## config.mk

```make
export PLATFORM = sky130hd
export DESIGN_NAME = if_fetch_unit
export DESIGN_NICKNAME = d
export VERILOG_FILES = /design/src/rtl/if_fetch_unit.sv
export SDC_FILE = /design/constraint.sdc
export NUM_CORES = 1
export LEC_CHECK = 0
export BUFFER_PORTS_ARGS = -buffer_cell sky130_fd_sc_hd__clkbuf_2
export CELL_PAD_IN_SITES_DETAIL_PLACEMENT = 0
export CELL_PAD_IN_SITES_GLOBAL_PLACEMENT = 2
export CORE_MARGIN = 2
export CORE_UTILIZATION = 28
export CTS_BUF_LIST = sky130_fd_sc_hd__clkbuf_4
export CTS_CLUSTER_SIZE = 12
export DETAILED_ROUTE_END_ITERATION = 10
export GPL_TIMING_DRIVEN = 0
export HOLD_SLACK_MARGIN = 0.12
export PLACE_DENSITY_LB_ADDON = 0.1
export SLEW_MARGIN = 20
export SYNTH_ARGS = -nofsm -noshare
export SYNTH_HDL_FRONTEND = slang
export SYNTH_SLANG_ARGS = --single-unit
```

## constraint.sdc

```tcl
create_clock -name clk -period 12.3 [get_ports clk]
set_input_delay 0.615 -clock clk [delete_from_list [all_inputs] [get_ports clk]]
set_output_delay 0.615 -clock clk [all_outputs]
set_load 0.01 [all_outputs]
```

## src/rtl/if_fetch_unit.sv

```systemverilog
// Instruction-fetch front end: issues word fetches over a req/ack handshake, buffers them in a
// small prefetch FIFO and drives the registered IF/ID {PC, instruction, valid} outputs.
module if_fetch_unit #(
  parameter int unsigned DEPTH    = 2,
  parameter logic [31:0] RESET_PC = 32'h0000_0000
) (
  input  logic        clk,
  input  logic        rst,
  input  logic        freeze,
  input  logic        branch_taken,
  input  logic [31:0] branch_addr,
  output logic        imem_req,
  output logic [31:0] imem_addr,
  input  logic        imem_ack,
  input  logic [31:0] imem_rdata,
  output logic [31:0] PC,
  output logic [31:0] instruction,
  output logic        valid
);

  localparam int unsigned CNT_W = $clog2(DEPTH + 1);
  localparam int unsigned PTR_W = (DEPTH > 1) ? $clog2(DEPTH) : 1;
  localparam logic [CNT_W-1:0] DEPTH_C  = CNT_W'(DEPTH);
  localparam logic [PTR_W-1:0] PTR_LAST = PTR_W'(DEPTH - 1);

  typedef enum logic [1:0] {StIdle, StWait, StDiscard} state_e;

  state_e             r_state;
  state_e             w_state_d;
  logic [31:0]        r_fetch_pc;
  logic [31:0]        w_fetch_pc_d;
  logic [31:0]        r_old_addr;
  logic               r_req;

  logic [31:0]        r_fifo_pc    [DEPTH];
  logic [31:0]        r_fifo_instr [DEPTH];
  logic [PTR_W-1:0]   r_wr_ptr;
  logic [PTR_W-1:0]   r_rd_ptr;
  logic [CNT_W-1:0]   r_count;
  logic [CNT_W-1:0]   w_count_nxt;

  logic [31:0]        r_pc;
  logic [31:0]        r_instr;
  logic               r_valid;

  logic               w_push;
  logic               w_pop;
  logic [31:0]        w_pc_plus4;

  assign w_pc_plus4 = r_fetch_pc + 32'd4;
  assign w_push     = (r_state == StWait) && imem_ack && !branch_taken;
  assign w_pop      = !branch_taken && !freeze && (r_count != '0);

  always_comb begin
    w_count_nxt = r_count;
    if (w_push && !w_pop) begin
      w_count_nxt = r_count + CNT_W'(1);
    end else if (w_pop && !w_push) begin
      w_count_nxt = r_count - CNT_W'(1);
    end
  end

  always_comb begin
    w_state_d    = r_state;
    w_fetch_pc_d = r_fetch_pc;
    if (branch_taken) begin
      w_fetch_pc_d = {branch_addr[31:2], 2'b00};
    end
    unique case (r_state)
      StIdle: begin
        if ((r_count < DEPTH_C) && !branch_taken) begin
          w_state_d = StWait;
        end
      end
      StWait: begin
        if (branch_taken) begin
          w_state_d = imem_ack ? StIdle : StDiscard;
        end else if (imem_ack) begin
          w_fetch_pc_d = w_pc_plus4;
          w_state_d    = (w_count_nxt < DEPTH_C) ? StWait : StIdle;
        end
      end
      StDiscard: begin
        // The stale request must still complete; its data is thrown away.
        if (imem_ack) begin
          w_state_d = StIdle;
        end
      end
      default: w_state_d = StIdle;
    endcase
  end

  always_ff @(posedge clk) begin
    if (rst) begin
      r_state    <= StIdle;
      r_fetch_pc <= RESET_PC;
      r_old_addr <= RESET_PC;
      r_req      <= 1'b0;
    end else begin
      r_state    <= w_state_d;
      r_fetch_pc <= w_fetch_pc_d;
      r_req      <= (w_state_d != StIdle);
      if ((r_state == StWait) && branch_taken && !imem_ack) begin
        r_old_addr <= r_fetch_pc;
      end
    end
  end

  always_ff @(posedge clk) begin
    if (w_push) begin
      r_fifo_pc[r_wr_ptr]    <= w_pc_plus4;
      r_fifo_instr[r_wr_ptr] <= imem_rdata;
    end
  end

  always_ff @(posedge clk) begin
    if (rst || branch_taken) begin
      r_wr_ptr <= '0;
      r_rd_ptr <= '0;
      r_count  <= '0;
    end else begin
      if (w_push) begin
        r_wr_ptr <= (r_wr_ptr == PTR_LAST) ? '0 : r_wr_ptr + PTR_W'(1);
      end
      if (w_pop) begin
        r_rd_ptr <= (r_rd_ptr == PTR_LAST) ? '0 : r_rd_ptr + PTR_W'(1);
      end
      r_count <= w_count_nxt;
    end
  end

  // Branch beats freeze; freeze beats a pop.
  always_ff @(posedge clk) begin
    if (rst || branch_taken) begin
      r_pc    <= '0;
      r_instr <= '0;
      r_valid <= 1'b0;
    end else if (freeze) begin
      r_pc    <= r_pc;
      r_instr <= r_instr;
      r_valid <= r_valid;
    end else if (r_count != '0) begin
      r_pc    <= r_fifo_pc[r_rd_ptr];
      r_instr <= r_fifo_instr[r_rd_ptr];
      r_valid <= 1'b1;
    end else begin
      r_pc    <= '0;
      r_instr <= '0;
      r_valid <= 1'b0;
    end
  end

  // While discarding, the bus keeps the abandoned address until its ack arrives.
  assign imem_addr   = (r_state == StDiscard) ? r_old_addr : r_fetch_pc;
  assign imem_req    = r_req;
  assign PC          = r_pc;
  assign instruction = r_instr;
  assign valid       = r_valid;

endmodule

```

[Yosys cells after proc, flatten, opt, wreduce, memory -nomap -nowiden]
Memories as Yosys holds them, arrays and structs flattened. A register that Yosys moved wholly into a read port is not among the register bits.
Cells that the tools add are included.
Word-level totals
  word-level logic and storage cells: 64
  RAM bits: 128
  register bits after elaboration: 136
  bits in read-only memories: 0
  bits in latches: 0
  output and inout port bits: 98
  memories: 2
Memories
  r_fifo_instr: words 2, bits a word 32, read ports 1, clocked after Yosys merged registers in 1, write ports 1, RTL line 36  | logic [31:0] r_fifo_instr [DEPTH];
  r_fifo_pc: words 2, bits a word 32, read ports 1, clocked after Yosys merged registers in 1, write ports 1, RTL line 35  | logic [31:0] r_fifo_pc [DEPTH];
Cells by class
  div/mod/pow operators: 0
  reductions and logical operators: 18
  $add $sub $neg: 5
  shift-type cells: 0
  order comparisons: 2
  equality and inequality tests: 2
  bitwise operators: 0
  multiplexer cells: 25
  multipliers: 0
Operators by type and width (number)
  32-bit 2-to-1 mux: 7
  32-bit by 3-bit adder with 32-bit output, second input constant: 1
  2-bit 2-to-1 mux: 7
  1-bit 2-to-1 mux: 10
  1-bit logical AND: 9
  2-bit case mux with 3 select lines: 1
  1-bit zero test: 5
  2-bit less-than comparator, second input constant: 2
  2-bit nonzero test: 2
  1-bit adder, second input constant: 2
  2-bit by 1-bit adder with 2-bit output, second input constant: 1
  2-bit by 1-bit == test with 1-bit output, second input constant: 1
  2-bit == test, second input constant: 1
  2-bit zero test: 1
  2-bit by 1-bit subtractor with 2-bit output, second input constant: 1
  1-bit logical OR: 1

[Longest topological paths before layout]
Gate-level depths: netlist of run 1.
  depth after elaboration: 13
  mapped depth: 12
  mapped depth without buffers: 10

[Worst setup path after synthesis of run 1]
No wires, ideal clock.
  kind: input-to-reg
  start point: input port branch_taken
  end point: memory r_fifo_instr[0][0] (enable)
  setup time: 486 ps
  stages: 4
  path slack: 8003 ps
  data required time: 11814 ps
  buffers on the path: 1
  arrival: 3811 ps
  cell sequence: clkbuf_1 nor2_1 inv_1 nor2_1
On the way
  cells in the longest elaborated chain, start to end: 4
Ends and longest elaborated chain
  from (decl): RTL line 10  | input logic branch_taken,
  1-bit zero test: RTL line 51  | assign w_push = (r_state == StWait) && imem_ack && !branch_taken;
  1-bit logical AND: RTL line 51
  1-bit 2-to-1 mux: RTL line 110  | if (w_push) begin
  1-bit 2-to-1 mux (implied by the code): RTL line 112  | r_fifo_instr[r_wr_ptr] <= imem_rdata;
  to (decl): RTL line 36
Every way passes these cells.

[Worst setup path after layout of run 1]
  start point: register r_state[0]
  end point: output port imem_addr[30]
On the way
  cells in the longest elaborated chain, start to end: 2
Ends and longest elaborated chain
  from (decl): RTL line 28  | state_e r_state;
  from (signal assigned): RTL line 95  | r_state <= StIdle;
  from (signal assigned): RTL line 100  | r_state <= w_state_d;
  2-bit == test: RTL line 154  | assign imem_addr = (r_state == StDiscard) ? r_old_addr : r_fetch_pc;
  32-bit 2-to-1 mux: RTL line 154
  to (decl): RTL line 13  | output logic [31:0] imem_addr,
Every way passes these cells.

==> results of run 1 <==
==> area by class of cell <==
cell class,count,area share (%)
Sequential cell,265,47.1
Multi-Input combinational cell,596,28.4
Timing Repair Buffer,212,9.76
Clock buffer,124,6.65
Tap cell,518,4.63
Buffer,81,2.24
Clock inverter,19,0.796
Inverter,17,0.456
Antenna cell,1,0.0179
==> Yosys cell counts (11+ instances only) <==
library cell / instances
a21oi_1: 41
a22oi_1: 64
and3_1: 12
clkbuf_1: 68
dfxtp_1: 137
edfxtp_1: 128
inv_1: 17
mux2_2: 96
nand2_1: 98
nand3_1: 17
nor2_1: 104
nor3_1: 11
nor4_1: 13
o21ai_0: 11
xnor2_1: 29
==> metal layers <==
| layer | global-route usage, % | up-vias | routed length, microns |
|---|---|---|---|
| li1 | - | 4123 | - |
| met1 | 21.6 | 3999 | 15600 |
| met2 | 26.9 | 209 | 15700 |
| met3 | 4.10 | 71 | 1490 |
| met5 | 0 | - | 0 |
| met4 | 6.49 | 0 | 908 |
==> per-stage QoR <==
stage | cells | setup slack, ps
after global placement | 1639 | 5500
final | 1833 | 8870
after detailed placement | 1643 | 8490
after floorplan | 959 | 8000
after CTS | 1832 | 8720
after global routing | 1833 | 8620
==> report_power, final <==
part | internal, mW | total, mW | leakage [nW] | switching (mW)
Combinational | 0.0490 | 0.123 | 2.19 | 0.0744
Clock | 0.478 | 0.866 | 0.615 | 0.388
Sequential | 0.938 | 0.946 | 2.28 | 0.00853
Total | 1.46 | 1.94 | 5.08 | 0.471
==> registers in the layout, indices dropped and copies added, names as in the netlist, named ones only <==
signal / cells
imem_req: 1
r_rd_ptr: 1
r_fifo_pc: 64
r_count: 2
valid: 1
r_old_addr: 32
PC: 32
r_fetch_pc: 32
r_fifo_instr: 64
r_state: 2
instruction: 32
r_wr_ptr: 1
==> critical path: stages (launching register included) <==
cell and delay (ps):
dfxtp_1 460, nand2b_1 140, clkbuf_1 320, clkbuf_1 590
mux2_2 440, clkbuf_2 140
==> cell families after synthesis <==
group,count (synthesis)
compound gates,159
simple gates,299
flops,265
mux,97
buf+inv,98
fa+ha+maj,4
xor+xnor,37
==> worst paths after layout <==
kind | end | slack (ps) | cells after the start
worst max-delay path | imem_addr[30] | 8870 | 5
worst min-delay path | r_fetch_pc[8]$_SDFF_PP0_ | 200 | 3
worst max register to register | imem_req$_SDFF_PP0_ | 9260 | 12
worst min register to register | r_old_addr[25]$_SDFFE_PP0P_ | 450 | 2
==> out/metrics.cfg, run 1 <==
[power_and_ir_drop]
power_mw = 1.94
p_leak_nw = 5.08
power_density_nw_per_um2 = 138
worst_ir_drop_vdd_mv = 0.0473

[placed_design]
gp_congestion = 0.744
place_area_sq_um = 12500
dpl.hpwl_microns = 23400
io_buffers = 162

[cells_and_area]
post-route-util_pct = 36.3
final_cell_mix = 162 x clkbuf_2, 137 x dfxtp_1, 128 x edfxtp_1, 124 x clkbuf_4, 103 x nor2_1
multi_input_area_sq_um = 3970
stdcell_area_sq_um = 14000
final_common_cell = clkbuf_2
syn2layout_area_growth_pct = 28.3
fill_cells = 4026
nets = 1325
drive_gt1_share_pct = 31.2
regArea_sq_um = 6590

[clocking]
hold_buffers = 46
cts_resized = 0
clkLatencyLatePin_ps = 730
clk_pin_slew_ps = 70
cts_tree = done
cts_buffer_depth = 3
cts_buffers = 79
cts_setup_buffers = 0
clockRootBuffer = clkbuf_4
h-tree-depth = 3
cts_sinks = 265

[setup_path]
crit_start = r_state[0]$_SDFF_PP0_
crit_fanout = 10
crit_arrival_ps = 2820
critPathKind = reg2out
required_ps = 11690
critPathLaunchType = flip-flop
end_kind = output port
r2r-start = r_count[1]$_SDFF_PP0_

[routing]
drt-wirelength-per-cell_microns = 18.4
vias = 8402
drc = 0
wirelength_microns = 33700
avgViaCountPerCell = 4.58
drtPass1Iterations = 5
drtIter0Drc = 334
drtAntennaViolNets = 0

[worst_hold_path]
min_from = branch_addr[8]
hold_path_class = in2reg

[synth]
synth_top_cell_area_share_pct = 35.2
synth_fa_ha_area_share_pct = 0.459
synthFlopType = dfxtp_1
synth_compound_area_share_pct = 10.1
synthMuxAreaShare_pct = 10.0
yosys.area_share.simple_pct = 12.7
synthDistinctLibCells = 49
synth_nets = 1032
synthCells = 959
yosys.area.top_type = edfxtp_1
syn_avg_cell_area_sq_um = 11.4
yosys-top-cells-area = edfxtp_1 35%, dfxtp_1 25%, mux2_2 9.9%
synthXorXnorAreaFrac_pct = 2.97
seq_area_frac_synth_pct = 60.4
synthArstFlopShare_pct = 0
synth-edff-count = 128
ys_warn_count = 0
synth_top_family_by_area = simple AND/OR/NAND/NOR gates
synth_area_sq_um = 10900
ys_ff_latch = 265

[run]
cap_viol_max_count = 0

[outcome]
status = complete, no violations

[sta]
hold_viol_final = 0
tightest_slew_ps = 902
slew_headroom_pct = 39.4
rsz0062_at_grt = no
final.period_utilization_pct = 27.9
layout_min_cycle_time_ps = 3430
hold_slack_ps = 199
setup_viol = 0
final_max_slew_viol_count = 0
fin_setup_tns_ps = 0
finClkSkew_ps = 47.8
max_freq_ghz = 0.291

[global_routing]
grt_start_max_net_pins = 40
antenna_found_initial = 1
grt_pass1_wl_microns = 51500
grt_pass1_vias = 8563
grt_overflow = 0
track_usage_pct = 16.7

[die]
initial_core_util_pct = 28.3
fp.dieW_microns = 201
die-area_sq_um = 40600
rows = 72
core_area_sq_um = 38600
die_h_microns = 201
ioPinCount = 167

Note: power is estimated with default switching activity, not from simulation.
==> inputs of run 2 (changes only) <==
Clock period 12.3 ns to 3.3 ns, I/O delays scaled along.
==> out/metrics.cfg, run 2 (synthesis results as in run 1) <==
[outcome]
status = complete, no violations

[routing]
avgViaCountPerCell = 4.58  ; about the same
drtIter0Drc = 381  ; +14%
drtAntennaViolNets = 0  ; unchanged
drc = 0  ; unchanged
wirelength_microns = 34400  ; +2.1%
drt-wirelength-per-cell_microns = 18.3  ; -0.50%
vias = 8612  ; +2.5%
drtPass1Iterations = 5  ; unchanged

[power_and_ir_drop]
swShare_pct = 24.6  ; +0.23 points
worst_ir_drop_vdd_mv = 0.198  ; +320%
power.internal_mw = 5.45  ; +270%
p_leak_nw = 5.30  ; +4.3%
p_sw_mw = 1.78  ; +280%
clock_power_share_pct = 44.2  ; -0.5 points
combPwrFrac_pct = 7.0  ; +0.6 points
power_density_nw_per_um2 = 499  ; +260%
seqPwrFrac_pct = 48.8  ; about the same

[global_routing]
antenna_found_initial = 2  ; +1
grt_pass1_wl_microns = 52200  ; +1.3%
track_usage_pct = 16.9  ; +0.22 points
grt_start_max_net_pins = 43  ; +7.5%
grt_overflow = 0  ; unchanged
grt_pass1_vias = 8575  ; +0.14%

[cells_and_area]
multi_input_area_sq_um = 3980  ; +0.16%
post-route-util_pct = 37.6  ; +1.3 points
fill_cells = 3990  ; -0.89%
nets = 1372  ; +3.5%
regArea_sq_um = 6590  ; unchanged
drive_gt1_share_pct = 30.1  ; -1.1 points
syn2layout_area_growth_pct = 32.8
final_common_cell = clkbuf_2
largest_registers = r_fifo_instr: 64 flops, r_fifo_pc: 64 flops
final_cell_mix = 164 x clkbuf_2, 137 x dfxtp_1, 128 x edfxtp_1, 120 x clkbuf_4, 103 x nor2_1

[clocking]
cts_buffer_depth = 3  ; unchanged
h-tree-depth = 3  ; unchanged
clkLatencyLatePin_ps = 720  ; about the same
cts_tree = done
cts_sinks = 265  ; unchanged
clockRootBuffer = clkbuf_4
cts_buffers = 77  ; -2.5%
cts_setup_buffers = 0  ; unchanged
clk_pin_slew_ps = 70  ; about the same

[setup_path]
crit_start = r_fetch_pc[24]$_SDFF_PP0_
crit_slowest_cell = dlygate4sd3_1
end_kind = flip-flop
path_cells = clkbuf_1 > nand4_1 > nor3_1 > o22ai_1 > dlygate4sd3_1 > or3_1 > dlygate4sd3_1
slowest_delay_ps = 570  ; -20 ps
critPathLaunchType = flip-flop
path_buf_inv = 3  ; unchanged
critPathMostFrequentCell = dlygate4sd3_1
reg2regPathDepth = 7  ; -5
r2r-end = r_fetch_pc[30]$_SDFF_PP0_
r2r-start = r_fetch_pc[24]$_SDFF_PP0_
critPathKind = reg2reg
crit_fanout = 9  ; -1
required_ps = 3900  ; -7790 ps
crit_arrival_ps = 3760  ; +940 ps
ff2ff_setup_slack_ps = 140  ; -9120 ps
path_delay_family = buffers and inverters

[sta]
layout_min_cycle_time_ps = 3160
slew_headroom_pct = 35.9  ; -3.5 points
setup_viol = 0  ; unchanged
final.period_utilization_pct = 95.8
hold_slack_ps = 220  ; +20.7 ps
max_freq_ghz = 0.316
rsz0062_at_grt = no
hold_viol_final = 0  ; unchanged
tightest_slew_ps = 954  ; +52.0 ps
finClkSkew_ps = 44.7  ; -3.14 ps
final_max_slew_viol_count = 0  ; unchanged

[placed_design]
io_buffers = 162  ; unchanged
gp_congestion = 0.769  ; +3.4%
dpl.hpwl_microns = 23400  ; -0.11%

[worst_hold_path]
hold-path-cell-count = 2  ; -1
hold_path_class = in2reg
min_from = imem_rdata[8]
whs_endpoint = r_fifo_instr[1][8]$_DFFE_PP_

[die]
rows = 72  ; unchanged
ioPinCount = 167  ; unchanged
core_area_sq_um = 38600  ; unchanged
initial_core_util_pct = 28.3  ; unchanged
die-area_sq_um = 40600  ; unchanged
fp.dieW_microns = 201  ; unchanged
die_h_microns = 201  ; unchanged

[run]
cap_viol_max_count = 0  ; unchanged

run 2: changes by cell type in the layout (fill, tap and decap cells not counted):
cell           before  now
inv_2               0    1
clkbuf_4          124  120
buf_16              2    4
buf_12              2    0
dlygate4sd3_1      46   95
clkbuf_2          162  164
clkbuf_1           68   66
nor4_2              2    3
clkinv_1           14   15
nor4_1             12   11
run 2: stage by stage:
stage                     total power, mW  setup WS, ps  instance area [sq um]  std cells  TNS [ps]
after floorplan                      3.82           232                  10900        959         0
after global placement               4.02         -2030                  12400       1639   -212240
after detailed placement             4.02           102                  12500       1643         0
after CTS                            7.39          51.5                  14500       1879         0
after global routing                 7.58          24.2                  14500       1880         0
final                                7.23           138                  14500       1880         0
run 2: worst max path at each step:
stage	endpoint	slack, ps	cells past startpoint
floorplan	r_fifo_instr[1][0]$_DFFE_PP_	230	5
global placement	r_fifo_instr[1][25]$_DFFE_PP_	-2030	5
detailed placement	r_fifo_instr[1][19]$_DFFE_PP_	100	6
CTS	r_fetch_pc[31]$_SDFF_PP0_	50	7
global route	r_fetch_pc[31]$_SDFF_PP0_	20	7
finish	r_fetch_pc[30]$_SDFF_PP0_	140	7
run 2: final cells by class:
cell class	count	area share, %
clock buffers	120	6.22
diodes	1	0.0173
inverters	17	0.440
clock inverters	21	0.820
well taps	518	4.47
plain buffers	81	2.18
repair buffers	261	12.9
flip-flops and latches	265	45.5
multi-input cells	596	27.5
run 2: worst reg2reg max path, stage by stage, from the launching register on:
cell           delay, ps
dfxtp_1              300
clkbuf_1             390
nand4_1              400
nor3_1               420
o22ai_1              140
dlygate4sd3_1        570
or3_1                290
dlygate4sd3_1        560
run 2: power by group through the flow:
stage	sequential [mW]	clock (mW)	combinational, mW
floorplan	3.59	0	0.228
global placement	3.60	0	0.416
detailed placement	3.60	0	0.424
finish	3.53	3.19	0.509
global route	3.53	3.49	0.559
CTS	3.53	3.34	0.518
run 2: layer usage:
| metal | GRT usage [%] | vias up | part of all wire, % |
|---|---|---|---|
| li1 | - | 4208 | - |
| met1 | 22.5 | 4060 | 47 |
| met2 | 26.5 | 267 | 46 |
| met3 | 4.07 | 75 | 4.8 |
| met4 | 6.43 | 2 | 2.7 |
| met5 | 0 | - | 0.038 |
run 2: timing repair:
action                                  4_1_cts  5_1_grt
hold endpoints to repair                    123        0
hold buffers                                 95        0
endpoints found under the setup margin        0        3
resized for setup                             0        5
==> inputs of run 3 (changes only) <==
Settings changed: ABC_AREA from default to 1.
Clock period 3.3 ns to 2.8 ns, I/O delays scaled along.
==> out/metrics.cfg, run 3 <==
[synth]
synthArstFlopShare_pct = 0  ; unchanged
seq_area_frac_synth_pct = 61.1  ; +0.70 points
synth_fa_ha_area_share_pct = 0.464  ; +0.0053 points
synth_compound_area_share_pct = 13.7  ; +3.6 points
syn_avg_cell_area_sq_um = 8.87  ; -22%
yosysMostFrequentCell = nor2_1
yosys.area_share.simple_pct = 18.1  ; +5.4 points
ys_ff_latch = 265  ; unchanged
synth_top_cell_area_share_pct = 35.6  ; +0.41 points
synth_commonest_cells = 226 x nor2_1, 219 x nand2_1, 154 x a21oi_1, 137 x dfxtp_1, 128 x edfxtp_1
yosys.area.top_type = edfxtp_1
yosys-top-cells-area = edfxtp_1 36%, dfxtp_1 25%, nor2_1 7.9%
synth_nets = 1288  ; +25%
synth-edff-count = 128  ; unchanged
synthCells = 1215  ; +27%
synthMuxAreaShare_pct = 0.418  ; -9.6 points
synthDistinctLibCells = 31  ; -37%
synth_area_sq_um = 10800  ; -1.1%
synthFlopType = dfxtp_1
synth_top_family_by_area = simple AND/OR/NAND/NOR gates
ys_warn_count = 0  ; unchanged
synthXorXnorAreaFrac_pct = 0.812  ; -2.2 points

[clocking]
clk_pin_slew_ps = 70  ; about the same
cts_buffers = 78  ; +1.3%
clockRootBuffer = clkbuf_4
cts_tree = done
cts_sinks = 265  ; unchanged
h-tree-depth = 3  ; unchanged
clkLatencyLatePin_ps = 730  ; about the same
cts_buffer_depth = 3  ; unchanged

[routing]
drtAntennaViolNets = 0  ; unchanged
avgViaCountPerCell = 4.42  ; -3.4%
drt-wirelength-per-cell_microns = 17.2  ; -6.0%
drc = 0  ; unchanged
drtIter0Drc = 337  ; -12%
wirelength_microns = 36800  ; +7.0%
drtPass1Iterations = 4  ; -1
vias = 9465  ; +9.9%

[setup_path]
crit_arrival_ps = 3050  ; -710 ps
path_buf_inv = 5  ; +2
critPathKind = reg2reg
critPathMostFrequentCell = inv_1
path_delay_family = buffers and inverters
path_cells = inv_1 > ha_1 > nor2_2 > inv_1 > buf_2 > buf_2 > nor2_1 > inv_1 > ha_1 > a21oi_1 > o21ai_0 > nand2_1 > a21o_1 > o21ai_0
crit_slowest_cell = dfxtp_1
crit_fanout = 10  ; +1
required_ps = 3350  ; -550 ps
slowest_delay_ps = 350  ; -220 ps
end_kind = flip-flop
critPathLaunchType = flip-flop

[power_and_ir_drop]
swShare_pct = 24.7  ; +0.082 points
p_leak_nw = 5.85  ; +10%
seqPwrFrac_pct = 48.4  ; -0.4 points
worst_ir_drop_vdd_mv = 0.228  ; +15%
power.internal_mw = 6.52  ; +20%
combPwrFrac_pct = 7.2  ; +0.2 points
power_density_nw_per_um2 = 599  ; +20%
power_mw = 8.65  ; +20%
clock_power_share_pct = 44.3  ; about the same
p_sw_mw = 2.13  ; +20%

[sta]
final_max_slew_viol_count = 0  ; unchanged
layout_min_cycle_time_ps = 2500  ; -659 ps
fin_setup_tns_ps = 0  ; unchanged
rsz0062_at_grt = no
hold_viol_final = 0  ; unchanged
setup_ws_ps = 297  ; +159 ps
setup_viol = 0  ; unchanged
slew_headroom_pct = 47.1  ; +11 points
tightest_slew_ps = 793  ; -161 ps
max_freq_ghz = 0.400  ; +26%
final.period_utilization_pct = 89.4  ; -6.4 points
finClkSkew_ps = 53.6  ; +8.98 ps

[global_routing]
track_usage_pct = 18.5  ; +1.6 points
antenna_found_initial = 1  ; -1
grt_pass1_wl_microns = 56600  ; +8.5%
grt_overflow = 0  ; unchanged
grt_start_max_net_pins = 25  ; -42%
grt_pass1_vias = 9744  ; +14%

[placed_design]
place_ws_ps = 125  ; +23.2 ps
io_buffers = 162  ; unchanged
place_area_sq_um = 12400  ; -1.2%
dpl.hpwl_microns = 26300  ; +12%
gp_congestion = 0.792  ; +2.9%

[die]
initial_core_util_pct = 28.6  ; +0.27 points
die-area_sq_um = 40100  ; -1.1%
fp.dieW_microns = 200  ; -0.56%
ioPinCount = 167  ; unchanged
rows = 71  ; -1.4%
die_h_microns = 200  ; -0.56%
core_area_sq_um = 37800  ; -2.1%

[cells_and_area]
stdcell_area_sq_um = 14400  ; -0.30%
final_cell_mix = 223 x nor2_1, 219 x nand2_1, 162 x clkbuf_2, 154 x a21oi_1, 137 x dfxtp_1
nets = 1639  ; +19%
final_common_cell = nor2_1
syn2layout_area_growth_pct = 34.0
largest_registers = r_fifo_instr: 64 flops, r_fifo_pc: 64 flops
drive_gt1_share_pct = 21.2  ; -8.9 points

[worst_hold_path]
hold_path_class = in2reg

[run]
cap_viol_max_count = 0  ; unchanged

[outcome]
status = complete, no violations

[run 3: kinds of logic (layout without fill, tap and decap cells)]
logic type                 after synthesis  count (layout)
AOI/OAI and AO/OA                      292             292
xor gates and xnor gates                10              10
adders and majority gates                4               4
buffers and inverters                  146             558
DFF                                    265             265
muxes                                    4               4
other                                    0               1
and+or+nand+nor                        494             494
[run 3: area by class of cell]
type	instances	area, sq um
antenna	1	2.50
buffer	67	288
clock buffer	126	946
clock inverter	15	96.3
fill	4019	23300
inverter	79	297
multi-input combinational	804	3630
sequential	265	6590
tap	511	639
timing repair buffer	271	1960
[run 3: power groups by stage]
stage,sequential [mW],combinational [mW],clock [mW]
2_1_floorplan,4.26,0.273,0
3_3_place_gp,4.27,0.503,0
3_5_place_dp,4.27,0.513,0
4_1_cts,4.19,0.631,4.01
5_1_grt,4.20,0.694,4.18
6_report,4.19,0.623,3.83
[run 3: final timing paths]
check                                            startpoint                      endpoint  slack, ps  cells after the start
worst max-delay path                r_count[0]$_SDFFE_PP0P_           imem_req$_SDFF_PP0_        300                     14
worst min-delay path                          imem_rdata[1]  r_fifo_instr[0][1]$_DFFE_PP_        210                      2
worst max register to register      r_count[0]$_SDFFE_PP0P_           imem_req$_SDFF_PP0_        300                     14
worst min register to register  instruction[0]$_SDFFE_PP0N_   instruction[0]$_SDFFE_PP0N_        450                      2
[run 3: routing by layer]
metal	vias up	routed length [microns]	track usage [%]	part of all wire [%]
met5	-	0	0	0
met4	0	757	5.89	2.1
met3	69	1320	3.97	3.6
met2	207	17900	31.9	49
met1	4389	16900	23.2	46
li1	4800	-	-	-
[run 3: what timing repair did]
item                       4_1_cts  5_1_grt
setup endpoints to repair        0        2
setup buffers                    0        0
hold endpoints to repair       139        0
resized for setup                0        1
hold buffers                   104        0
[run 3: stage by stage]
step | std cells | utilization, % | hold slack, ps
2_1_floorplan | 1215 | - | 239
3_3_place_gp | 1888 | 32.4 | 331
3_5_place_dp | 1893 | 32.7 | 336
4_1_cts | 2138 | 38.2 | 120
5_1_grt | 2139 | 38.3 | 122
6_report | 2139 | 38.3 | 207
[run 3: worst register-to-register path, cell delays in order (launching register included)]
cell and delay, ps:
dfxtp_1 350, inv_1 50, ha_1 230, nor2_2 180, inv_1 100, buf_2 200
buf_2 250, nor2_1 170, inv_1 60, ha_1 220, a21oi_1 100, o21ai_0 110
nand2_1 90, a21o_1 130, o21ai_0 80
